$ cat config.mk
export PLATFORM = sky130hd
export DESIGN_NAME = wb_lsu_master
export DESIGN_NICKNAME = d
export VERILOG_FILES = /design/src/rtl/lsu_pkg.sv /design/src/rtl/lsu_lane_align.sv /design/src/rtl/wb_lsu_master.sv
export SDC_FILE = /design/constraint.sdc
export NUM_CORES = 1
export LEC_CHECK = 0
export CAP_MARGIN = 5
export CELL_PAD_IN_SITES_DETAIL_PLACEMENT = 2
export CELL_PAD_IN_SITES_GLOBAL_PLACEMENT = 2
export CORE_AREA = 5 5 133 186
export CTS_BUF_LIST = sky130_fd_sc_hd__clkbuf_8 sky130_fd_sc_hd__clkbuf_16
export CTS_CLUSTER_SIZE = 10
export DETAILED_ROUTE_END_ITERATION = 10
export DIE_AREA = 0 0 138 191
export MAX_ROUTING_LAYER = met4
export PLACE_DENSITY_LB_ADDON = 0.1
export REMOVE_ABC_BUFFERS = 1
export SLEW_MARGIN = 15
export SYNTH_ARGS = -nofsm -noshare
export SYNTH_HDL_FRONTEND = slang
export SYNTH_SLANG_ARGS = --single-unit
export TNS_END_PERCENT = 1
$ cat constraint.sdc
create_clock -name i_clk -period 1.95 [get_ports i_clk]
set_input_delay 0.2925 -clock i_clk [delete_from_list [all_inputs] [get_ports i_clk]]
set_output_delay 0.2925 -clock i_clk [all_outputs]
set_load 0.01 [all_outputs]
$ cat src/rtl/lsu_pkg.sv
// Shared constants, state type and lane helpers for the Wishbone load/store unit.
// Lane placement and request checks live here so the FSM and the aligner agree.
package lsu_pkg;

    localparam logic [2:0] F3_B  = 3'b000;
    localparam logic [2:0] F3_H  = 3'b001;
    localparam logic [2:0] F3_W  = 3'b010;
    localparam logic [2:0] F3_BU = 3'b100;
    localparam logic [2:0] F3_HU = 3'b101;

    typedef enum logic [1:0] {
        ST_IDLE,
        ST_REQ,
        ST_WAIT,
        ST_RESP
    } lsu_state_t;

    function automatic logic [3:0] lane_sel(input logic [2:0] funct3, input logic [1:0] off);
        logic [3:0] sel;
        case (funct3)
            F3_B, F3_BU: sel = 4'b0001 << off;
            F3_H, F3_HU: sel = 4'b0011 << off;
            default:     sel = 4'b1111;
        endcase
        return sel;
    endfunction

    // Word loads are always aligned here, so the shifted word equals the raw word.
    function automatic logic [31:0] load_extend(input logic [2:0] funct3, input logic [1:0] off,
                                                input logic [31:0] word);
        logic [31:0] shifted;
        logic [31:0] ext;
        shifted = word >> {off, 3'b000};
        case (funct3)
            F3_B:    ext = {{24{shifted[7]}}, shifted[7:0]};
            F3_BU:   ext = {24'h0, shifted[7:0]};
            F3_H:    ext = {{16{shifted[15]}}, shifted[15:0]};
            F3_HU:   ext = {16'h0, shifted[15:0]};
            default: ext = shifted;
        endcase
        return ext;
    endfunction

    function automatic logic req_error(input logic we, input logic [2:0] funct3, input logic [1:0] off);
        logic bad;
        case (funct3)
            F3_B:    bad = 1'b0;
            F3_H:    bad = off[0];
            F3_W:    bad = |off;
            F3_BU:   bad = we;
            F3_HU:   bad = we | off[0];
            default: bad = 1'b1;
        endcase
        return bad;
    endfunction

endpackage

$ cat src/rtl/lsu_lane_align.sv
// Combinational byte-lane steering: select mask, replicated store data and
// sign/zero-extended load data for one access.
module lsu_lane_align
    import lsu_pkg::*;
(
    input  logic [2:0]  funct3_i,
    input  logic [1:0]  off_i,
    input  logic [31:0] wdata_i,
    input  logic [31:0] rword_i,
    output logic [3:0]  sel_o,
    output logic [31:0] wdata_o,
    output logic [31:0] rdata_o
);

    always_comb begin
        sel_o   = lane_sel(funct3_i, off_i);
        rdata_o = load_extend(funct3_i, off_i, rword_i);
        case (funct3_i)
            F3_B:    wdata_o = {4{wdata_i[7:0]}};
            F3_H:    wdata_o = {2{wdata_i[15:0]}};
            default: wdata_o = wdata_i;
        endcase
    end

endmodule

$ cat src/rtl/wb_lsu_master.sv
// Single-request load/store unit driving a pipelined Wishbone master port.
// One transfer in flight; stalls, missing acks and bad requests end in a response.
module wb_lsu_master
    import lsu_pkg::*;
#(
    parameter int  MEMORY_DEPTH = 1024,
    parameter int  TIMEOUT      = 16,
    localparam int ADDR_W       = $clog2(MEMORY_DEPTH)
) (
    input  logic              i_clk,
    input  logic              i_rst,
    input  logic              i_req_valid,
    output logic              o_req_ready,
    input  logic              i_req_we,
    input  logic [2:0]        i_req_funct3,
    input  logic [31:0]       i_req_addr,
    input  logic [31:0]       i_req_wdata,
    output logic              o_rsp_valid,
    output logic [31:0]       o_rsp_rdata,
    output logic              o_rsp_err,
    output logic              o_wb_cyc,
    output logic              o_wb_stb,
    output logic              o_wb_we,
    output logic [ADDR_W-1:0] o_wb_addr,
    output logic [31:0]       o_wb_data,
    output logic [3:0]        o_wb_sel,
    input  logic              i_wb_ack,
    input  logic              i_wb_stall,
    input  logic [31:0]       i_wb_data
);

    localparam int               CNT_W    = $clog2(TIMEOUT + 1);
    localparam logic [CNT_W-1:0] CNT_LAST = CNT_W'(TIMEOUT - 1);

    lsu_state_t        state_q, state_d;
    logic              we_q, we_d;
    logic [2:0]        f3_q, f3_d;
    logic [1:0]        off_q, off_d;
    logic [ADDR_W-1:0] waddr_q, waddr_d;
    logic [31:0]       wdata_q, wdata_d;
    logic [31:0]       rword_q, rword_d;
    logic              err_q, err_d;
    logic [CNT_W-1:0]  cnt_q, cnt_d;

    logic [3:0]        sel;
    logic [31:0]       wdata_rep;
    logic [31:0]       rdata_ext;

    // Address bits above the slave's word range wrap by design.
    logic              unused_addr_hi;
    assign unused_addr_hi = ^i_req_addr[31:ADDR_W+2];

    lsu_lane_align u_align (
        .funct3_i (f3_q),
        .off_i    (off_q),
        .wdata_i  (wdata_q),
        .rword_i  (rword_q),
        .sel_o    (sel),
        .wdata_o  (wdata_rep),
        .rdata_o  (rdata_ext)
    );

    always_ff @(posedge i_clk) begin
        if (i_rst) begin
            state_q <= ST_IDLE;
            we_q    <= 1'b0;
            f3_q    <= 3'b000;
            off_q   <= 2'b00;
            waddr_q <= '0;
            wdata_q <= 32'h0;
            rword_q <= 32'h0;
            err_q   <= 1'b0;
            cnt_q   <= '0;
        end else begin
            state_q <= state_d;
            we_q    <= we_d;
            f3_q    <= f3_d;
            off_q   <= off_d;
            waddr_q <= waddr_d;
            wdata_q <= wdata_d;
            rword_q <= rword_d;
            err_q   <= err_d;
            cnt_q   <= cnt_d;
        end
    end

    always_comb begin
        state_d     = state_q;
        we_d        = we_q;
        f3_d        = f3_q;
        off_d       = off_q;
        waddr_d     = waddr_q;
        wdata_d     = wdata_q;
        rword_d     = rword_q;
        err_d       = err_q;
        cnt_d       = cnt_q;
        o_req_ready = 1'b0;
        o_rsp_valid = 1'b0;
        o_rsp_err   = 1'b0;
        o_rsp_rdata = 32'h0;
        o_wb_cyc    = 1'b0;
        o_wb_stb    = 1'b0;

        case (state_q)
            ST_IDLE: begin
                o_req_ready = 1'b1;
                if (i_req_valid) begin
                    we_d    = i_req_we;
                    f3_d    = i_req_funct3;
                    off_d   = i_req_addr[1:0];
                    waddr_d = i_req_addr[ADDR_W+1:2];
                    wdata_d = i_req_wdata;
                    rword_d = 32'h0;
                    err_d   = req_error(i_req_we, i_req_funct3, i_req_addr[1:0]);
                    state_d = err_d ? ST_RESP : ST_REQ;
                end
            end
            ST_REQ: begin
                o_wb_cyc = 1'b1;
                o_wb_stb = 1'b1;
                // An ack while stalled cannot belong to this strobe.
                if (!i_wb_stall) begin
                    if (i_wb_ack) begin
                        rword_d = i_wb_data;
                        state_d = ST_RESP;
                    end else begin
                        cnt_d   = '0;
                        state_d = ST_WAIT;
                    end
                end
            end
            ST_WAIT: begin
                o_wb_cyc = 1'b1;
                if (i_wb_ack) begin
                    rword_d = i_wb_data;
                    state_d = ST_RESP;
                end else if (cnt_q == CNT_LAST) begin
                    err_d   = 1'b1;
                    state_d = ST_RESP;
                end else begin
                    cnt_d = cnt_q + 1'b1;
                end
            end
            ST_RESP: begin
                o_rsp_valid = 1'b1;
                o_rsp_err   = err_q;
                if (!err_q && !we_q) begin
                    o_rsp_rdata = rdata_ext;
                end
                state_d = ST_IDLE;
            end
            default: state_d = ST_IDLE;
        endcase
    end

    // Bus fields are quiet whenever no cycle is open.
    assign o_wb_we   = o_wb_cyc & we_q;
    assign o_wb_addr = o_wb_cyc ? waddr_q : '0;
    assign o_wb_data = o_wb_cyc ? wdata_rep : 32'h0;
    assign o_wb_sel  = o_wb_cyc ? sel : 4'h0;

endmodule

==> results.sh <==
export IMPL_synth_seq_area_share_pct=37.2
export IMPL_first_pass_grt_wire_length_um=34100
export IMPL_hpwl_um=16000
export IMPL_tightestPinTransition_ns=0.503
export IMPL_detail_route_wirelength_um=21400
export IMPL_share_comb_of_total_power_pct=55.0
export IMPL_timing_max_cap_violations=0
export IMPL_detail_route_drc_violations=0
export IMPL_async_reset_ff_share_pct=0
export IMPL_pre_cts_ws_ns=-0.758
export IMPL_regToRegStartpoint="cnt_q[0]"
export IMPL_synth_edff_count=0
export IMPL_die_height_um=191
export IMPL_synthMostInstantiatedCell="sky130_fd_sc_hd__nand2_1"
export IMPL_relSlewSlack_pct=66.5
export IMPL_yosys_warnings=0
export IMPL_grt_overflow_total=0
export IMPL_switchingPower_uw=3980
export IMPL_path_clk_slew_ns=0.07
export IMPL_worst_setup_path_start_kind="flop"
export IMPL_max_slew_violation_count=0
export IMPL_global_route_usage_total_pct=16.6
export IMPL_max_clock_freq_ghz=0.396
export IMPL_p_leak_uw=0.00302
export IMPL_distinct_cell_type_count_after_synthesis=46
export IMPL_worst_path_largest_cell_delay_ns=0.45
export IMPL_finalSetupViolCount=48
export IMPL_crit_path_end_kind="output pin"
export IMPL_power_per_cell_area_nw_per_um2=1250
export IMPL_syn_to_final_growth_pct=59.7
export IMPL_grt_setup_unrepaired="true"
export IMPL_finish_cell_count_without_fillers=1143
export IMPL_rows=66
export IMPL_route_detailed_wl_per_inst_um=18.7
export IMPL_power_clock_fraction_pct=18.9
export IMPL_placed_cells=1128
export IMPL_drt_pass1_iter_count=4
export IMPL_cts_hold_buf=0
export IMPL_vias=5327
export IMPL_vdd_drop_max_mv=0.478
export IMPL_root_buffer="sky130_fd_sc_hd__clkbuf_16"
export IMPL_switching_share_pct=42.1
export IMPL_result_of_the_run="complete, but fails checks"
export IMPL_cpLargestDelayFamily="simple AND/OR/NAND/NOR gates"
export IMPL_clock_skew_ns=0.00670
export IMPL_gp_congestion=0.795
export IMPL_instance_count_of_the_mapped_netlist=642
export IMPL_timing_critical_path_required_ns=1.66
export IMPL_clkLatencyLatePin_ns=0.35
export IMPL_ys_ff_latch=88
export IMPL_drt_iter0_markers=117
export IMPL_cts_tree="done"
export IMPL_yosys_area_top_type="sky130_fd_sc_hd__dfxtp_1"
export IMPL_critical_path_arrival_ns=2.23
export IMPL_synth_cell_area_um2=4730
export IMPL_synth_top_cells_by_count="179 x sky130_fd_sc_hd__nand2_1, 96 x sky130_fd_sc_hd__a21oi_1, 88 x sky130_fd_sc_hd__dfxtp_1"
export IMPL_post_synth_cell_area_avg_um2=7.37
export IMPL_max_clock_path_buffers=2
export IMPL_h_tree_depth=3
export IMPL_timing_critical_path_fanout_max=8
export IMPL_antenna_left=0
export IMPL_finalHoldWorstSlack_ns=0.414
export IMPL_first_global_vias=6130
export IMPL_yosysTopAreaCellShare_pct=37.2
export IMPL_initial_antenna_violation_count=0
export IMPL_seqPwrFrac_pct=26.1
export IMPL_post_layout_power_uw=9450
export IMPL_fp_coreArea_um2=23000
export IMPL_hold_path_startpoint="i_rst"
export IMPL_criticalPathCategory="reg2out"
export IMPL_cp_num_buf_inv=2
export IMPL_clock_sinks=88
export IMPL_synth_area_leaders="sky130_fd_sc_hd__dfxtp_1 37%, sky130_fd_sc_hd__nand2_1 14%, sky130_fd_sc_hd__a21oi_1 10%, sky130_fd_sc_hd__mux2i_1 5.3%, sky130_fd_sc_hd__nand3_1 3.7%"
export IMPL_die_width_um=138
export IMPL_cts_setup_buffers=0
export IMPL_start_util_pct=20.6
export IMPL_critical_path_slowest_cell="sky130_fd_sc_hd__or3b_4"
export IMPL_finalWorstPathRequiredPeriod_ns=2.52
export IMPL_grt_start_max_net_pins=41
export IMPL_violations="negative setup slack"
export IMPL_timing_final_ws_setup_ns=-0.573
export IMPL_nets=945
export IMPL_cp_common_cell="sky130_fd_sc_hd__or3b_4"
export IMPL_type_of_the_worst_min_delay_path="in2reg"
export IMPL_tns_ns=-13.31
export IMPL_port_buffer_count=168
export IMPL_critical_path_cell_chain="ha_4, or3b_4, or3b_4, buf_6, nor2_8, a21o_1, buf_2"
export IMPL_cp_startpoint="state_q[1]"
export IMPL_synth_ff_type="sky130_fd_sc_hd__dfxtp_1"
export IMPL_power_report_internal_total_uw=5470
export IMPL_number_of_top_level_pins=189
export IMPL_cts_inserted_buffers=9
export IMPL_die_area_um2=26400
export IMPL_drive_above_1_share_pct=27.7
export IMPL_avgViaCountPerCell=4.66
export IMPL_antennaDiodeCount=0
export IMPL_timing_final_crit_share_pct=129
export IMPL_timing_final_hold_violations=0
-- metrics by stage --
stage	area, µm²	util [%]
4_1_cts	7420	32.3
6_report	7560	32.9
2_1_floorplan	4490	-
3_3_place_gp	7180	31.3
3_5_place_dp	7180	31.3
5_1_grt	7560	32.9
-- power groups by stage --
stage	sequential [µW]	combinational [µW]	clock, µW
2_1_floorplan	2470	2180	0
3_3_place_gp	2470	4910	0
3_5_place_dp	2490	5020	0
4_1_cts	2470	5190	1870
5_1_grt	2520	5700	1940
6_report	2470	5200	1780
-- final timing paths --
| kind | endpoint | slack (ns) | depth (start not counted) |
|---|---|---|---|
| max | o_rsp_rdata[24] | -0.57 | 7 |
| min | wdata_q[26] | 0.41 | 2 |
| max reg2reg | cnt_q[2] | 0.06 | 8 |
| min reg2reg | rword_q[5] | 0.45 | 2 |
-- sequential cells by signal (all words and copies together), names as in the netlist --
register and flops:
rword_q 32, wdata_q 32, waddr_q 10, cnt_q 5
f3_q 3, off_q 2, state_q 2, err_q 1
we_q 1
-- kinds of logic after synthesis --
group | Yosys count | share of synthesized area, %
and+or+nand+nor | 274 | 26.0
AOI/OAI and AO/OA | 184 | 23.9
DFF | 88 | 37.2
buffers and inverters | 63 | 5.50
muxes | 26 | 5.53
adders and majority gates | 7 | 1.85
-- per-layer routing --
layer | GRT usage (%) | part of all wire (%) | wire length, µm | vias to the layer above
met1 | 18.5 | 42 | 8930 | 2604
met2 | 30.5 | 53 | 11400 | 128
met3 | 3.45 | 3.7 | 785 | 17
met4 | 3.99 | 1.2 | 248 | 0
li1 | - | - | - | 2578
met5 | - | 0 | 0 | -
-- layout by cell type (no fill, tap or decap), types with 3 or more instances in the layout --
cell type and count:
sky130_fd_sc_hd__a211oi_1 9, sky130_fd_sc_hd__a211oi_2 7, sky130_fd_sc_hd__a21boi_1 3, sky130_fd_sc_hd__a21boi_2 13
sky130_fd_sc_hd__a21o_1 9, sky130_fd_sc_hd__a21oi_1 80, sky130_fd_sc_hd__a21oi_2 14, sky130_fd_sc_hd__and2_1 15
sky130_fd_sc_hd__and2_4 5, sky130_fd_sc_hd__buf_12 11, sky130_fd_sc_hd__buf_2 51, sky130_fd_sc_hd__buf_4 59
sky130_fd_sc_hd__buf_6 14, sky130_fd_sc_hd__clkbuf_16 9, sky130_fd_sc_hd__clkdlybuf4s15_2 12, sky130_fd_sc_hd__clkdlybuf4s50_1 84
sky130_fd_sc_hd__dfxtp_1 85, sky130_fd_sc_hd__dfxtp_2 3, sky130_fd_sc_hd__dlygate4sd2_1 3, sky130_fd_sc_hd__ha_1 4
sky130_fd_sc_hd__inv_1 4, sky130_fd_sc_hd__mux2i_1 24, sky130_fd_sc_hd__nand2_1 177, sky130_fd_sc_hd__nand3_1 33
sky130_fd_sc_hd__nor2_1 6, sky130_fd_sc_hd__nor2_4 4, sky130_fd_sc_hd__nor2b_1 10, sky130_fd_sc_hd__o211a_1 8
sky130_fd_sc_hd__o21a_1 3, sky130_fd_sc_hd__o21ai_0 13, sky130_fd_sc_hd__o21ai_1 6, sky130_fd_sc_hd__o22ai_1 4
sky130_fd_sc_hd__o2bb2ai_1 4, sky130_fd_sc_hd__or3b_4 3
-- layout make-up --
class	count	area (µm²)
flip-flops and latches	88	1770
fillers	2699	15400
repair buffers	237	2110
clock buffers	10	239
clock inverters	5	57.6
inverters	6	22.5
well taps	306	383
multi-input cells	491	2980
-- what timing repair did --
action,4_1_cts,5_1_grt
setup endpoints to repair,120,120
gates resized for setup,385,46
pin swaps,12,16
No activity file was read; power rests on OpenSTA's default activity.
